$ cat config.mk
export PLATFORM = sky130hd
export DESIGN_NAME = de_stage_sb
export DESIGN_NICKNAME = d
export VERILOG_FILES = /design/src/rtl/de_stage_sb.sv
export SDC_FILE = /design/constraint.sdc
export NUM_CORES = 2
export LEC_CHECK = 0
export BUFFER_PORTS_ARGS = -buffer_cell sky130_fd_sc_hd__buf_2
export CAP_MARGIN = 30
export CORE_ASPECT_RATIO = 0.75
export CORE_UTILIZATION = 40
export CTS_CLUSTER_DIAMETER = 30
export DETAILED_ROUTE_END_ITERATION = 7
export GPL_TIMING_DRIVEN = 0
export PLACE_DENSITY = 0.6
export SYNTH_ARGS = -nofsm -noshare
export SYNTH_HDL_FRONTEND = slang
export SYNTH_SLANG_ARGS = --single-unit
$ cat constraint.sdc
create_clock -name clk -period 5.8 [get_ports clk]
set_input_delay 0.29 -clock clk [delete_from_list [all_inputs] [get_ports clk]]
set_output_delay 0.29 -clock clk [all_outputs]
set_load 0.05 [all_outputs]
$ cat src/rtl/de_stage_sb.sv
// RV32I decode stage: field/immediate decode, write-first register file read, per-register
// busy-counter scoreboard for RAW stalls, and the registered DE latch feeding AGEX.
module de_stage_sb #(
  parameter int unsigned         DBITS    = 32,
  parameter int unsigned         REGNO    = 32,
  parameter int unsigned         SB_CNT_W = 2,
  parameter int unsigned         CANARY_W = 4,
  parameter logic [CANARY_W-1:0] CANARY   = 4'hA,
  localparam int unsigned        FE_W     = 4 * DBITS + CANARY_W,
  localparam int unsigned        DE_W     = 18 + 6 * DBITS
) (
  input  logic            clk,
  input  logic            reset,
  input  logic [FE_W-1:0] fe_bus,
  input  logic            agex_flush,
  input  logic            wb_we,
  input  logic [4:0]      wb_rd,
  input  logic [DBITS-1:0] wb_data,
  output logic            stall_to_fe,
  output logic [DE_W-1:0] de_bus,
  output logic            canary_err
);

  localparam logic [6:0] OpLoad   = 7'b0000011;
  localparam logic [6:0] OpOpImm  = 7'b0010011;
  localparam logic [6:0] OpAuipc  = 7'b0010111;
  localparam logic [6:0] OpStore  = 7'b0100011;
  localparam logic [6:0] OpOp     = 7'b0110011;
  localparam logic [6:0] OpLui    = 7'b0110111;
  localparam logic [6:0] OpBranch = 7'b1100011;
  localparam logic [6:0] OpJalr   = 7'b1100111;
  localparam logic [6:0] OpJal    = 7'b1101111;

  localparam logic [SB_CNT_W-1:0] CntMax = '1;

  logic [DBITS-1:0]    inst, pc, pcplus, inst_count;
  logic [CANARY_W-1:0] canary;

  assign inst       = fe_bus[FE_W-1 -: DBITS];
  assign pc         = fe_bus[FE_W-1-DBITS -: DBITS];
  assign pcplus     = fe_bus[FE_W-1-2*DBITS -: DBITS];
  assign inst_count = fe_bus[CANARY_W +: DBITS];
  assign canary     = fe_bus[CANARY_W-1:0];

  logic [6:0] op;
  logic [4:0] rd, rs1, rs2;
  logic [2:0] funct3;
  logic       funct7b5;
  logic       valid;

  assign op       = inst[6:0];
  assign rd       = inst[11:7];
  assign funct3   = inst[14:12];
  assign rs1      = inst[19:15];
  assign rs2      = inst[24:20];
  assign funct7b5 = inst[30];
  assign valid    = (inst != '0);

  // Immediate decode
  logic [31:0]      imm32;
  logic [DBITS-1:0] imm;
  logic             use_rs1, use_rs2, wr_reg;

  always_comb begin
    imm32 = '0;
    unique case (op)
      OpLoad, OpOpImm, OpJalr: imm32 = {{20{inst[31]}}, inst[31:20]};
      OpStore:                 imm32 = {{20{inst[31]}}, inst[31:25], inst[11:7]};
      OpBranch:                imm32 = {{19{inst[31]}}, inst[31], inst[7], inst[30:25],
                                        inst[11:8], 1'b0};
      OpLui, OpAuipc:          imm32 = {inst[31:12], 12'b0};
      OpJal:                   imm32 = {{11{inst[31]}}, inst[31], inst[19:12], inst[20],
                                        inst[30:21], 1'b0};
      default:                 imm32 = '0;
    endcase
  end

  assign imm = {{(DBITS-31){imm32[31]}}, imm32[30:0]};

  assign use_rs1 = !(op == OpLui || op == OpAuipc || op == OpJal);
  assign use_rs2 = (op == OpOp || op == OpStore || op == OpBranch);
  assign wr_reg  = (rd != 5'd0) &&
                   (op == OpOp || op == OpOpImm || op == OpLoad || op == OpLui ||
                    op == OpAuipc || op == OpJal || op == OpJalr);

  // Register file with write-first read
  logic [DBITS-1:0] rf_q [REGNO];
  logic [DBITS-1:0] rs1_val, rs2_val;
  logic             wb_rel;

  assign wb_rel = wb_we && (wb_rd != 5'd0);

  always_comb begin
    if (rs1 == 5'd0)                 rs1_val = '0;
    else if (wb_rel && wb_rd == rs1) rs1_val = wb_data;
    else                             rs1_val = rf_q[rs1];
    if (rs2 == 5'd0)                 rs2_val = '0;
    else if (wb_rel && wb_rd == rs2) rs2_val = wb_data;
    else                             rs2_val = rf_q[rs2];
  end

  // Scoreboard: WB release is folded in before the hazard check
  logic [SB_CNT_W-1:0] cnt_q    [REGNO];
  logic [SB_CNT_W-1:0] cnt_post [REGNO];
  logic [SB_CNT_W-1:0] cnt_d    [REGNO];
  logic                raw, sat, hazard, issue;

  always_comb begin
    for (int r = 0; r < REGNO; r++) begin
      cnt_post[r] = cnt_q[r];
      if (wb_rel && wb_rd == 5'(r) && cnt_q[r] != '0) cnt_post[r] = cnt_q[r] - 1'b1;
    end
  end

  assign raw = (use_rs1 && rs1 != 5'd0 && cnt_post[rs1] != '0) ||
               (use_rs2 && rs2 != 5'd0 && cnt_post[rs2] != '0);
  assign sat = wr_reg && (cnt_post[rd] == CntMax);

  assign hazard      = valid && (raw || sat);
  assign stall_to_fe = hazard && !agex_flush;
  assign issue       = valid && !hazard && !agex_flush && wr_reg;

  always_comb begin
    for (int r = 0; r < REGNO; r++) begin
      cnt_d[r] = cnt_post[r];
      if (issue && rd == 5'(r)) cnt_d[r] = cnt_post[r] + 1'b1;
    end
  end

  // DE latch next state; flushed, stalled and empty slots all become zero bubbles
  logic [DE_W-1:0] de_d, de_q;
  logic            canary_err_q;

  always_comb begin
    de_d = '0;
    if (valid && !hazard && !agex_flush) begin
      de_d = {1'b1, op, funct3, funct7b5, rd, wr_reg, rs1_val, rs2_val, imm, pc, pcplus,
              inst_count};
    end
  end

  always_ff @(posedge clk) begin
    if (reset) begin
      de_q         <= '0;
      canary_err_q <= 1'b0;
      for (int r = 0; r < REGNO; r++) begin
        cnt_q[r] <= '0;
        rf_q[r]  <= '0;
      end
    end else begin
      de_q <= de_d;
      for (int r = 0; r < REGNO; r++) cnt_q[r] <= cnt_d[r];
      if (wb_rel) rf_q[wb_rd] <= wb_data;
      if (valid && canary != CANARY) canary_err_q <= 1'b1;
    end
  end

  assign de_bus     = de_q;
  assign canary_err = canary_err_q;

endmodule

==> impl_results.html <==
<table>
<tr><th>Metric</th><th>Value</th></tr>
<tr><th colspan="2">Finish</th></tr>
<tr><td>Filler instances</td><td>13990</td></tr>
<tr><td>Multi-input gate area in the final layout</td><td>0.02949 mm^2</td></tr>
<tr><td>Post-route standard cell area excluding fillers</td><td>0.08743 mm^2</td></tr>
<tr><td>Layout cells sized above 1</td><td>27.42%</td></tr>
<tr><td>Area Overhead vs Synth</td><td>29.42%</td></tr>
<tr><td>Area taken by flip-flops and latches</td><td>0.03625 mm^2</td></tr>
<tr><td>Post-layout net count</td><td>6431</td></tr>
<tr><th colspan="2">Detailed routing</th></tr>
<tr><td>Via count normalized by instance count</td><td>6.516</td></tr>
<tr><td>DRC violation total after the first TritonRoute iteration</td><td>11270</td></tr>
<tr><td>Residual antenna-violating net count after detailed routing</td><td>0</td></tr>
<tr><td>Final routed wirelength across all metal layers</td><td>318900 um</td></tr>
<tr><td>Routed wire length per instance</td><td>36.61 um</td></tr>
<tr><td>Count of vias placed by the detailed router</td><td>56770</td></tr>
<tr><td>Detailed-routing iteration count for the pre-antenna-repair pass</td><td>8</td></tr>
<tr><td>DRC violation count after routing</td><td>45</td></tr>
<tr><th colspan="2">STA</th></tr>
<tr><td>Period utilization</td><td>90.73%</td></tr>
<tr><td>Max transition margin</td><td>18.59%</td></tr>
<tr><td>Worst slew pin tran</td><td>1.217 ns</td></tr>
<tr><td>Final clock skew</td><td>0.06313 ns</td></tr>
<tr><td>Final hold violations</td><td>0</td></tr>
<tr><td>Setup repair after global routing missed its margin</td><td>no</td></tr>
<tr><td>Time the final worst path needs with I/O delays and setup</td><td>5.262 ns</td></tr>
<tr><td>Worst hold-check slack</td><td>0.1062 ns</td></tr>
<tr><td>Total Neg Setup Slack</td><td>0 ns</td></tr>
<tr><td>Finish-stage setup viols</td><td>0</td></tr>
<tr><td>Highest clock rate</td><td>190.0 MHz</td></tr>
<tr><td>Final max-slew violation count</td><td>0</td></tr>
<tr><td>Setup WS post-layout</td><td>0.5379 ns</td></tr>
<tr><th colspan="2">Worst setup path</th></tr>
<tr><td>Worst setup path class</td><td>reg2reg</td></tr>
<tr><td>Internal reg-to-reg setup slack</td><td>0.54 ns</td></tr>
<tr><td>CP max FO</td><td>10</td></tr>
<tr><td>Worst Path Arrival</td><td>5.98 ns</td></tr>
<tr><td>Crit. End Element</td><td>flip-flop</td></tr>
<tr><td>Type of origin of the critical path</td><td>flip-flop</td></tr>
<tr><td>Worst Setup SP</td><td>cnt_q[1][2]$_SDFF_PP0_</td></tr>
<tr><td>Startpoint of the most critical register-to-register path</td><td>cnt_q[1][2]$_SDFF_PP0_</td></tr>
<tr><td>Critical Path RT</td><td>6.52 ns</td></tr>
<tr><th colspan="2">Place</th></tr>
<tr><td>Routability congestion estimate from global placement</td><td>1.016</td></tr>
<tr><td>Placed standard-cell area</td><td>0.07613 mm^2</td></tr>
<tr><td>HPWL Detailed</td><td>234000 um</td></tr>
<tr><td>Setup WS pre-CTS</td><td>-0.1070 ns</td></tr>
<tr><td>Count of buffers from port buffering</td><td>375</td></tr>
<tr><th colspan="2">Job</th></tr>
<tr><td>Maxcap violations</td><td>0</td></tr>
<tr><th colspan="2">Synth</th></tr>
<tr><td>Number of distinct standard cells referenced by the synthesized netlist</td><td>91</td></tr>
<tr><td>Synthesized area per cell</td><td>13.09 um^2</td></tr>
<tr><td>Fraction of the mapped netlist area in simple logic gates</td><td>16.68%</td></tr>
<tr><td>Multiplexer share of the synthesized area</td><td>20.27%</td></tr>
<tr><td>Total of warnings raised by yosys</td><td>0</td></tr>
<tr><td>Top cell type by total area after synthesis</td><td>edfxtp_1</td></tr>
<tr><td>XOR/XNOR Fraction of Synth Area</td><td>0.4926%</td></tr>
<tr><td>Cell types with the highest counts after synthesis</td><td>1024 x edfxtp_1, 1002 x and2_1, 503 x mux4_2, 396 x clkbuf_1, 275 x dfxtp_1</td></tr>
<tr><td>Most instantiated flip-flop cell in the synthesis netlist</td><td>edfxtp_1</td></tr>
<tr><td>Adder-cell share of the synthesized area</td><td>0.5741%</td></tr>
<tr><td>Compound-Gate Fraction of Synth Area</td><td>4.928%</td></tr>
<tr><td>Most common cell in the synthesized netlist</td><td>edfxtp_1</td></tr>
<tr><td>Area contributors post-synth</td><td>edfxtp_1 46%, mux4_2 17%, and2_1 9.3%</td></tr>
<tr><td>Post-synth EDFFs</td><td>1024</td></tr>
<tr><td>Gate count of the mapped netlist</td><td>5162</td></tr>
<tr><td>Combinational family with the most area after synthesis</td><td>multiplexers</td></tr>
<tr><td>Flip-flop and latch count after synthesis</td><td>1299</td></tr>
<tr><td>Sequential area share after synthesis</td><td>53.66%</td></tr>
<tr><td>Synth Cell Area</td><td>0.06756 mm^2</td></tr>
<tr><td>Share of Yosys cell area claimed by the top area cell type</td><td>45.52%</td></tr>
<tr><td>Fraction of synthesis flops using an asynchronous set or reset pin</td><td>0%</td></tr>
<tr><th colspan="2">Global route</th></tr>
<tr><td>Total track usage</td><td>36.56%</td></tr>
<tr><td>Global-route wire length before repair</td><td>425700 um</td></tr>
<tr><td>Antenna violations before repair</td><td>27</td></tr>
<tr><td>Leftover overflow at the end of global routing</td><td>0</td></tr>
<tr><td>Largest net degree at the start of global routing</td><td>33</td></tr>
<tr><td>Via count of the first global-routing pass</td><td>52960</td></tr>
<tr><th colspan="2">Clock network</th></tr>
<tr><td>Clock tree sinks</td><td>1299</td></tr>
<tr><td>Clock transition at the registers of the reported paths</td><td>0.04 ns</td></tr>
<tr><td>H-tree depth reported by CTS</td><td>5</td></tr>
<tr><td>Clock insertion delay at the later pin of the skew report</td><td>0.95 ns</td></tr>
<tr><td>Clock tree buffer depth</td><td>4</td></tr>
<tr><td>Clock tree from TritonCTS</td><td>done</td></tr>
<tr><td>Clock root buffer</td><td>clkbuf_16</td></tr>
<tr><td>CTS Buf Count</td><td>288</td></tr>
<tr><th colspan="2">Floorplanning</th></tr>
<tr><td>Horizontal extent of the die</td><td>476.5 um</td></tr>
<tr><td>Std-Cell Rows</td><td>130</td></tr>
<tr><td># IOs</td><td>385</td></tr>
<tr><td>DIE HEIGHT</td><td>357.9 um</td></tr>
<tr><td>Total Die Area</td><td>0.1706 mm^2</td></tr>
<tr><td>Core outline area</td><td>0.1675 mm^2</td></tr>
<tr><td>Initial core utilization</td><td>40.32%</td></tr>
<tr><th colspan="2">Power</th></tr>
<tr><td>P_leak</td><td>0.03244 uW</td></tr>
<tr><td>Power Total</td><td>30490 uW</td></tr>
<tr><td>Areal power density over the cells</td><td>348.7 mW/mm^2</td></tr>
<tr><td>Peak supply drop</td><td>0.2852 mV</td></tr>
<tr><th colspan="2">Hold path</th></tr>
<tr><td>Hold path start</td><td>wb_rd[0]</td></tr>
<tr><td>Min-delay worst type</td><td>in2reg</td></tr>
<tr><th colspan="2">Run status</th></tr>
<tr><td>Status</td><td>finished with violations</td></tr>
<tr><td>Failing checks</td><td>design-rule violations</td></tr>
</table>
==> worst max-delay path, stage by stage, from the launching register on <==
cell and delay, ns:
dfxtp_1 0.40, inv_1 0.09, ha_1 0.22, or3_1 0.37
clkbuf_1 0.17, o22ai_1 0.34, nor2_1 0.08, a2111oi_0 0.59
o41ai_2 0.24, a211oi_4 0.66, nand2_1 0.26, buf_2 0.39
buf_2 0.44, nor3_1 0.76
==> layer usage <==
layer | wire (um) | GRT usage, %
met3 | 58320 | 18.83
met2 | 124000 | 48.77
met4 | 20910 | 20.23
met5 | 294 | 0.5174
met1 | 115400 | 47.41
==> cells by family (layout without fill, tap and decap cells) <==
family | Yosys count | count (layout)
muxes | 733 | 733
xor gates and xnor gates | 38 | 38
AOI/OAI and AO/OA | 502 | 502
adders and majority gates | 31 | 31
buffers and inverters | 589 | 1837
DFF | 1299 | 1299
other | 1 | 58
and+or+nand+nor | 1969 | 1969
==> repair_timing <==
action,4_1_cts,5_1_grt
endpoints found under the setup margin,0,0
resized for setup,0,0
buffers inserted,0,0
hold buffers,161,0
endpoints found under the hold margin,244,0
==> registers in the layout, indices dropped and copies added, names as in the netlist <==
signal      flops
de_bus        210
canary_err      1
cnt_q          64
rf_q         1024
==> stage by stage <==
stage,std cells,util (%)
final,8711,52.19
after global routing,8691,52.16
after CTS,8670,52.03
after detailed placement,8005,45.44
after global placement,7812,43.19
after floorplan,5193,-
==> path summary, 6_finish.rpt <==
path | end | cells past startpoint
worst max-delay path | de_bus[164]$_SDFF_PP0_ | 13
worst min-delay path | cnt_q[1][17]$_SDFF_PP0_ | 5
worst max register to register | de_bus[164]$_SDFF_PP0_ | 13
worst min register to register | cnt_q[0][0]$_SDFF_PP0_ | 2
==> layout by cell type (no fill, tap or decap), types with 168 or more instances in the layout <==
cell type,n
edfxtp_1,1024
and2_1,1002
mux4_2,503
buf_2,431
clkbuf_1,402
clkbuf_16,293
dfxtp_1,275
nand2_1,272
mux2i_1,179
a21oi_1,170
nor2_1,168
==> report_power, final <==
group | switching, uW | internal (uW)
sequential | 229 | 10500
clock | 5500 | 10700
combinational | 2270 | 1300
==> cell type report <==
| type | count | area share, % |
|---|---|---|
| inverters | 77 | 0.3306 |
| clock buffers | 330 | 8.625 |
| repair buffers | 744 | 8.042 |
| well taps | 2244 | 3.211 |
| plain buffers | 512 | 2.357 |
| diodes | 26 | 0.07441 |
| clock inverters | 174 | 2.167 |
| multi-input cells | 3305 | 33.73 |
| flip-flops and latches | 1299 | 41.47 |
No activity file was read; power rests on OpenSTA's default activity.
